File: src/rtl/mix_iq_decim.sv
// fs/4 quadrature mixer plus integrate-and-dump decimator for the 1-bit comparator stream.
// Optional macro MIX_MAG_EN adds the registered |I|+|Q| magnitude on mag_o.

module mix_iq_chan #(
    parameter int ACC_W = 12
) (
    input  logic             clk,
    input  logic             rst_n,
    input  logic             en,
    input  logic             dump,
    input  logic [1:0]       prod,
    output logic [ACC_W-1:0] sum
`ifdef MIX_MAG_EN
    ,
    output logic [ACC_W-1:0] mag_part
`endif
);
    logic [ACC_W-1:0] acc;
    logic [ACC_W-1:0] sum_nxt;

    // prod is a 2-bit two's complement value in {-1, 0, +1}
    assign sum_nxt = acc + {{(ACC_W-2){prod[1]}}, prod};

    always_ff @(posedge clk or negedge rst_n) begin
        if (!rst_n) begin
            acc <= '0;
            sum <= '0;
        end else if (!en) begin
            acc <= '0;
        end else if (dump) begin
            acc <= '0;
            sum <= sum_nxt;
        end else begin
            acc <= sum_nxt;
        end
    end

`ifdef MIX_MAG_EN
    logic [ACC_W-1:0] abs_nxt;

    // The most negative code is unreachable, so the negation cannot overflow
    assign abs_nxt = sum_nxt[ACC_W-1] ? (ACC_W'(0) - sum_nxt) : sum_nxt;

    always_ff @(posedge clk or negedge rst_n) begin
        if (!rst_n) begin
            mag_part <= '0;
        end else if (en && dump) begin
            mag_part <= abs_nxt;
        end
    end
`endif
endmodule

module mix_iq_decim #(
    parameter int DECIM = 10,
    parameter int ACC_W = 12,
    parameter int FRM_W = 8
) (
    input  logic             clk,
    input  logic             rst_n,
    input  logic             en,
    input  logic             comp,
    output logic [ACC_W-1:0] i_o,
    output logic [ACC_W-1:0] q_o,
    output logic             valid_o,
    output logic [FRM_W-1:0] frm_o,
    output logic [ACC_W:0]   mag_o
);
    localparam int CNT_W = $clog2(DECIM);
    localparam int NCH   = 2;

    if (DECIM < 2 || DECIM > 1024) begin : g_bad_decim
        $error("mix_iq_decim: DECIM out of range");
    end
    if (ACC_W < $clog2(DECIM) + 2) begin : g_bad_accw
        $error("mix_iq_decim: ACC_W too narrow for DECIM");
    end

    logic [1:0]                  ph;
    logic [CNT_W-1:0]            cnt;
    logic                        dump;
    logic [NCH-1:0][1:0]         prod;
    logic [NCH-1:0][ACC_W-1:0]   sum;

    assign dump = en && (cnt == CNT_W'(DECIM - 1));

    // LO products: 01 = +1, 11 = -1, 00 = 0; channel 0 is I, channel 1 is Q
    always_comb begin
        prod = '0;
        case (ph)
            2'd0: prod[0] = comp ? 2'b01 : 2'b11;
            2'd1: prod[1] = comp ? 2'b11 : 2'b01;
            2'd2: prod[0] = comp ? 2'b11 : 2'b01;
            default: prod[1] = comp ? 2'b01 : 2'b11;
        endcase
    end

    // Phase runs freely across frames; only en low or reset realigns it
    always_ff @(posedge clk or negedge rst_n) begin
        if (!rst_n) begin
            ph      <= '0;
            cnt     <= '0;
            valid_o <= 1'b0;
            frm_o   <= '0;
        end else if (!en) begin
            ph      <= '0;
            cnt     <= '0;
            valid_o <= 1'b0;
        end else begin
            ph      <= ph + 2'd1;
            valid_o <= dump;
            if (dump) begin
                cnt   <= '0;
                frm_o <= frm_o + FRM_W'(1);
            end else begin
                cnt   <= cnt + CNT_W'(1);
            end
        end
    end

`ifdef MIX_MAG_EN
    logic [NCH-1:0][ACC_W-1:0] mag_part;
`endif

    for (genvar g = 0; g < NCH; g++) begin : g_chan
        mix_iq_chan #(.ACC_W(ACC_W)) u_chan (
            .clk      (clk),
            .rst_n    (rst_n),
            .en       (en),
            .dump     (dump),
            .prod     (prod[g]),
            .sum      (sum[g])
`ifdef MIX_MAG_EN
            ,
            .mag_part (mag_part[g])
`endif
        );
    end

    assign i_o = sum[0];
    assign q_o = sum[1];

`ifdef MIX_MAG_EN
    assign mag_o = {1'b0, mag_part[0]} + {1'b0, mag_part[1]};
`else
    assign mag_o = '0;
`endif
endmodule

File: config.mk
export PLATFORM = sky130hd
export DESIGN_NAME = mix_iq_decim
export DESIGN_NICKNAME = d
export VERILOG_FILES = /design/src/rtl/mix_iq_decim.sv
export SDC_FILE = /design/constraint.sdc
export NUM_CORES = 1
export LEC_CHECK = 0
export ABC_AREA = 1
export ABC_CLOCK_PERIOD_IN_PS = 3200
export CAP_MARGIN = 30
export CORE_MARGIN = 5
export CORE_UTILIZATION = 35
export DETAILED_ROUTE_END_ITERATION = 10
export SKIP_CTS_REPAIR_TIMING = 1
export SYNTH_ARGS = -nofsm -noshare
export SYNTH_HDL_FRONTEND = slang
export SYNTH_SLANG_ARGS = --single-unit
File: constraint.sdc
create_clock -name clk -period 3.2 [get_ports clk]
set_input_delay 0.64 -clock clk [delete_from_list [all_inputs] [get_ports clk]]
set_output_delay 0.64 -clock clk [all_outputs]
set_load 0.02 [all_outputs]
Word-level counts from Yosys, hierarchy flattened:

Index checks and enable logic that the tools add are counted.

* bits in registers: 63
* input port bits: 4
* output and inout port bits: 46
* logic and storage cells: 32

* add/subtract/negate cells: 5
* equality and inequality tests: 3
* mux-type cells: 12
* reduce and logical (&&, ||, !) cells: 4

Operators with widths (number)
* 12-bit two-way mux: 4
* 12-bit adder: 2
* 8-bit by 1-bit adder with 8-bit output (second input constant): 1
* 4-bit two-way mux: 2
* 2-bit case mux with 2 select lines: 2
* 2-bit two-way mux: 3
* 4-bit by 1-bit adder with 4-bit output (second input constant): 1
* 4-bit equality test (second input constant): 1
* 2-bit by 1-bit adder with 2-bit output (second input constant): 1
* 2-bit by 1-bit equality test with 1-bit output (second input constant): 1
* 2-bit equality test (second input constant): 1
* 2-bit logical NOT: 1
* 2-bit AND reduction: 1
* 2-bit OR reduction: 1
* 1-bit logical AND: 1
* 1-bit two-way mux: 1

Depth between registers and ports, before layout:

Gate-level depths: netlist of run 1.

* word-level depth: 6
* mapped depth: 16
* mapped depth without buffers: 16

Hierarchy:

A second synthesis of run 1 with hierarchy kept.

* cell total of the unflattened synthesis: 500
* area total of the unflattened synthesis: 3851.2 um^2

By module, submodules not included
* mix_iq_chan: instances 2, cells each 197, area each 1473.9 um^2, sequential area each 600.6 um^2
* mix_iq_decim: instances 1, cells each 106, area each 903.4 um^2, sequential area each 375.4 um^2

Worst setup path after synthesis of run 1:

Ideal clock, no wire load.

* path type: input to register
* start point: in comp
* end point: reg g_chan[1].u_chan.sum[9]
* library setup time: 134 ps
* arrival: 2285 ps
* required time: 3066 ps
* path slack: 781 ps
* stages: 11
* path buffers: 0
* cells stage by stage: inv_2 > o21ai_0 > nand2_1 > inv_1 > ha_1 > a21oi_1 > nand2_1 > a21oi_1 > o21ai_0 > xor2_1 > o21ai_0

* word-level cells in the longest chain between the ends: 3
* elaborated cells between the ends (all ways): 4
* classes of those cells: add/sub (1); mux (3)

Ends and longest elaborated chain
* start, declared: line 62 `input logic comp,`
* 2-bit two-way mux, on equally long branches: line 94, 92
* 2-bit case mux with 2 select lines (*): line 90 `case (ph)`
* 12-bit adder (*): line 22 `assign sum_nxt = acc + {{(ACC_W-2){prod[1]}}, prod};`
* end signal, assigned: line 32 `sum <= sum_nxt;`
* end, declared: line 12 `output logic [ACC_W-1:0] sum`

Every way passes the cells marked *; elsewhere a longest branch is shown, timed or not.
A chain may end at the register's enable or synchronous reset.

Worst setup path in the final report of run 1:

* start point: in comp
* end point: reg g_chan[1].u_chan.sum[10]

The elaborated chain is that of the path after synthesis.

==> results of run 1 <==
## synth_stat cells
cell type | count | area, sq um
nand2_1 | 124 | 465
dfrtp_1 | 63 | 1580
nor2_1 | 47 | 176
inv_1 | 41 | 154
nand3_1 | 24 | 120
ha_1 | 23 | 288
o21ai_0 | 23 | 115
a21oi_1 | 17 | 85.1
xor2_1 | 17 | 149
nand2_2 | 16 | 100
buf_4 | 13 | 97.6
nand2_4 | 7 | 78.8
xnor2_1 | 6 | 52.6
clkbuf_1 | 5 | 18.8
inv_2 | 4 | 15.0
nand4_1 | 4 | 25.0
nor2_2 | 3 | 18.8
buf_2 | 2 | 10.0
nor3_1 | 2 | 10.0
o21ai_2 | 2 | 17.5
o21bai_1 | 2 | 15.0
a21o_1 | 1 | 7.51
a21oi_2 | 1 | 8.76
buf_12 | 1 | 20.0
conb_1 | 1 | 3.75
fa_1 | 1 | 20.0
nand3_2 | 1 | 10.0
nand3b_1 | 1 | 7.51
o2111ai_1 | 1 | 8.76
o211ai_1 | 1 | 7.51
o21a_1 | 1 | 7.51
o21bai_4 | 1 | 18.8
xor2_2 | 1 | 16.3
## power groups by stage
stage / clock network, mW / logic [mW] / registers [mW]
floorplan: 0 / 0.573 / 0.972
global placement: 0 / 0.763 / 0.964
detailed placement: 0 / 0.772 / 0.965
CTS: 0.684 / 0.779 / 0.951
global route: 0.718 / 0.883 / 0.961
finish: 0.663 / 0.773 / 0.950
## worst reg2reg max path, cell delays in order (launching register included)
cell       delay [ns]
dfrtp_1          0.41
inv_1            0.11
ha_1             0.16
inv_1            0.05
o21ai_0          0.13
nand2_1          0.11
inv_1            0.27
buf_4            0.20
ha_1             0.25
inv_1            0.08
nor3_1           0.23
nand3_1          0.10
o2111ai_1        0.13
xnor2_1          0.18
o21ai_0          0.10
## sequential cells by signal (all words and copies together) (netlist names)
name	count
cnt	4
frm_o	8
g_chan.u_chan.acc	24
g_chan.u_chan.sum	24
ph	2
valid_o	1
## cells in the final DEF (no fill, tap or decap), types with 9 or more instances in the layout
cell type / netlist / final
nor2_1: 47 / 47
dfrtp_1: 63 / 63
buf_4: 13 / 13
o21ai_0: 23 / 23
nand2_1: 124 / 124
clkbuf_8: 0 / 9
conb_1: 1 / 13
clkdlybuf4s50_1: 0 / 35
ha_1: 23 / 23
a21oi_1: 17 / 17
nand3_1: 24 / 24
inv_1: 41 / 41
xor2_1: 17 / 17
nand2_2: 16 / 16
## cells by family (layout without fill, tap and decap cells)
family | after synthesis | count (layout) | share of synthesized area (%)
xor+xnor | 24 | 24 | 5.84
simple gates | 229 | 229 | 27.2
flops | 63 | 63 | 42.3
compound gates | 50 | 50 | 7.83
fa+ha+maj | 24 | 24 | 8.26
buf+inv | 66 | 109 | 8.46
other cells | 1 | 13 | 0.101
## metrics by stage
stage	instance area, sq um	std cells
after floorplan	3770	469
after global placement	4250	633
after detailed placement	4250	633
after CTS	4430	648
after global routing	4430	648
final	4430	648
## metal layers
layer | share of wire, % | global-route usage, % | vias up
li1 | - | - | 1509
met1 | 47 | 16.9 | 1401
met2 | 48 | 23.1 | 55
met3 | 3.9 | 2.73 | 9
met4 | 1.1 | 5.05 | 0
met5 | 0 | 0 | -
## worst max-delay path by stage
stage	startpoint	to	slack, ns	depth (start not counted)
CTS	comp	g_chan[1].u_chan.sum[10]	0.39	13
global route	comp	g_chan[1].u_chan.sum[7]	0.18	12
floorplan	comp	g_chan[1].u_chan.sum[9]	0.78	11
finish	comp	g_chan[1].u_chan.sum[10]	0.39	13
detailed placement	comp	g_chan[1].u_chan.sum[9]	0.05	12
global placement	comp	g_chan[1].u_chan.sum[7]	0.06	12
## final cells by class
| type | instances | area, sq um |
|---|---|---|
| inverter | 45 | 169 |
| tap | 136 | 170 |
| clock inverter | 4 | 47.5 |
| fill | 1081 | 5940 |
| sequential | 63 | 1580 |
| timing repair buffer | 49 | 453 |
| multi-input combinational | 340 | 1880 |
| clock buffer | 11 | 131 |
==> metrics, run 1 <==
worst IR drop on VDD=0.252 mV; register area share after synthesis=a little over two fifths; MaxCap Viol Count=0; layout cells sized above 1=between 10% and 20%; RD Place Congestion=~0.90; pre-CTS setup slack=0.0528 ns; max_slew headroom=between 50% and 60%; Worst Clk Skew=~0.0083 ns; GRT overflow=0; Die ar.=~0.013 sq mm; syn_area_per_cell=8.15 sq um; Post-DP HPWL=6100 um; Seq cells post-synth=63; port buffer count=36; crit-path max FO=9; Hold/Removal Path Class=in2async; combinational power share=roughly 32%; Leak Pwr=2.27 nW; DRT iter0 DRCs=78; status=completed; Peak Freq=between 0.3 and 0.4 GHz; internal power=about 1.5 mW; Slew @ Worst Pin=0.722 ns; WP data arrival=~3.0 ns; height of the die=approximately 110 um; Die W=roughly 110 um; CTS tree=done; RSZ-0062 raised after global routing=no; Num CTS Buffers=9; Net Sw Frac=36.3%; Crit. End Element=flop; DR WL/cell=approximately 13 um; final core utilization=42.7%; critical path startpoint category=input port; Synth-to-Final Area Change=18.8%; Core ar.=between 0.01 and 0.015 sq mm; Distinct cells, synth=33; setup TNS=0 ns; synthesized instance count=roughly 460; fin crit share=87.8%; clk sinks=63; Syn. warnings=0; final wirelength=roughly 8200 um; initial core utilization=35.9%; total power draw=roughly 2.4 mW; Via Count=roughly 3,000; Diodes inserted=0; clk_lat worst skew=~0.33 ns; largest net degree at the start of global routing=45; Max Root-Sink Buffers=2; PD cells=roughly 540 mW/mm^2; Slew Limit Fails=0; H-Tree Depth=3; CP Class=in2reg; R2R setup slack=0.54 ns; Psw=roughly 0.87 mW; GRT Total Usage=13.5%; vias in the first global route=just over 3,000; worst setup margin=0.392 ns; initial antenna violation count=0; io pins=50; cell family with most CP delay=buffers and inverters; final setup fails=0; CP peak stage delay=0.52 ns; drt first pass iters=4; Mapped Area=between 0.003 and 0.004 sq mm; Reg power frac=between 30% and 40%; reg2reg end=g_chan[1].u_chan.sum[10]; minimum clock period=between 2 and 3 ns; worst r2r src=ph[1]; CP Cell Sequence=clkdlybuf4s50_1 -> inv_2 -> o21ai_0 -> nand2_1 -> inv_1 -> buf_4 -> ha_1 -> inv_1 -> nor3_1 -> nand3_1 -> o2111ai_1 -> xnor2_1 -> o21ai_0; CP required=between 3 and 4 ns; Crit-path slowest cell=clkdlybuf4s50_1; Vias/cell=~4.6; Worst Hold Slack=~0.32 ns; reg2reg path depth=14; Buf+Inv Stages, Crit Path=5; Fin. Hold Viols=0; DRC viols=0; Worst-path clk slew=0.07 ns; row cnt=37; CTS Root Cell=clkbuf_8; final antenna-violating net count=0; clock power share=between 20% and 30%; first-pass GRT wire length=between 10,000 and 15,000 um; Nets=about 540
No activity file was read; power rests on OpenSTA's default activity.
==> run 2, diff against run 1 <==
- PLACE_DENSITY_LB_ADDON: default -> 0.15
==> metrics, run 2 (synthesis gave the netlist of run 1 again) <==
most used cell, CP=nand2_1; initial antenna violation count=0; drt first pass iters=5; Die ar.=between 0.01 and 0.015 sq mm; vias in the first global route=approximately 3,100; Nets=540; Crit-path slowest cell=clkdlybuf4s50_1; R2R setup slack=roughly 0.54 ns; critical path startpoint category=input port; crit-path max FO=10; layout cells sized above 1=13.2%; Slew Limit Fails=0; Reg power frac=around 36%; PD cells=577 mW/mm^2; WP data arrival=3.08 ns; CP Cell Sequence=clkdlybuf4s50_1 -> inv_2 -> o21ai_0 -> nand2_1 -> inv_1 -> ha_1 -> a21oi_1 -> o21ai_0 -> a21o_1 -> nand3_1 -> nand2_1 -> nand2_1 -> nand2_1 -> o21ai_0; first-pass GRT wire length=approximately 15,000 um; Worst-path clk slew=0.07 ns; largest net degree at the start of global routing=35; most common cell after layout, fill and taps aside=nand2_1; Worst Hold Slack=between 0.2 and 0.3 ns; H-Tree Depth=3; Num CTS Buffers=9; pre-CTS setup slack=0.0228 ns; max_slew headroom=around 60%; Leak Pwr=~2.3 nW; CP required=3.46 ns; Crit. End Element=flop; GRT Total Usage=about 14%; io pins=50; Core ar.=0.0104 sq mm; MaxCap Viol Count=0; Largest regs=g_chan.u_chan.acc (24), g_chan.u_chan.sum (24), frm_o (8); final wirelength=between 8000 and 9000 um; commonest cells after routing, fill and taps aside=nand2_1, dfrtp_1, nor2_1; internal power=around 1.7 mW; status=completed; Slew @ Worst Pin=between 0.5 and 0.6 ns; Worst Clk Skew=0.0113 ns; port buffer count=36; DR WL/cell=approximately 13 um; Fin. Hold Viols=0; worst IR drop on VDD=around 0.22 mV; Hold/Removal Path Class=in2async; clk sinks=63; RD Place Congestion=about 0.91; Die W=about 110 um; Via Count=about 3,000; worst setup margin=around 0.38 ns; CTS Root Cell=clkbuf_8; combinational power share=about 30%; row cnt=37; DRT iter0 DRCs=83; minimum clock period=between 2 and 3 ns; fin crit share=88.3%; Vias/cell=4.57; CTS tree=done; Psw=a little under 0.9 mW; final setup fails=0; CP peak stage delay=0.52 ns; Post-DP HPWL=about 6300 um; setup TNS=0 ns; DRC viols=0; CP Class=in2reg; fillers=around 1,100; Diodes inserted=0; Synth-to-Final Area Change=21.4%; height of the die=around 110 um; clk_lat worst skew=0.34 ns; Max Root-Sink Buffers=2; Peak Freq=~0.35 GHz; initial core utilization=35.9%; Net Sw Frac=33.4%; clock power share=about a third; final antenna-violating net count=0; RSZ-0062 raised after global routing=no; GRT overflow=0
[run 2: per-layer routing]
metal  track usage (%)  up-vias  wire length, um
met5                 0        -                0
met4              4.33        0              123
met3              2.94       12              298
met2              23.7       46             3950
met1              18.4     1396             3940
li1                  -     1523                -
[run 2: per-stage QoR]
stage / instance area, sq um / cells / utilization, % / power, mW
after floorplan: 3770 / 469 / - / 1.54
after global placement: 4280 / 637 / 41.2 / 1.75
after detailed placement: 4280 / 637 / 41.2 / 1.76
after CTS: 4520 / 652 / 43.6 / 2.65
after global routing: 4520 / 652 / 43.6 / 2.80
final: 4520 / 652 / 43.6 / 2.61
[run 2: area by class of cell]
type	count	area, sq um	area share [%]
clock buffer	12	155	3.43
clock inverter	3	90.1	1.99
inverter	45	169	3.74
multi-input combinational	340	1880	41.5
sequential	63	1580	34.9
tap	136	170	3.76
timing repair buffer	53	483	10.7
[run 2: worst max-delay path: cells and delay by family]
family                   cells  cell delay [ns]
AO/OA/AOI/OAI                5             0.90
adder cells (fa/ha/maj)      1             0.34
buffers and inverters        3             0.84
AND/OR/NAND/NOR              5             0.36
[run 2: final timing paths]
kind / from / endpoint / cells past startpoint
worst max-delay path: comp / g_chan[1].u_chan.sum[8] / 14
max in group asynchronous: rst_n / g_chan[1].u_chan.sum[0] / 2
worst max register to register: ph[1] / g_chan[1].u_chan.sum[8] / 15
min in group clk: frm_o[7] / frm_o[7] / 1
worst min-delay path: rst_n / g_chan[1].u_chan.acc[6] / 1
worst min register to register: frm_o[7] / frm_o[7] / 1
[run 2: power by group through the flow]
stage / clock network [mW] / logic [mW] / registers [mW]
2_1_floorplan: 0 / 0.573 / 0.972
3_3_place_gp: 0 / 0.788 / 0.965
3_5_place_dp: 0 / 0.797 / 0.966
4_1_cts: 0.895 / 0.802 / 0.951
5_1_grt: 0.934 / 0.905 / 0.965
6_report: 0.867 / 0.793 / 0.950
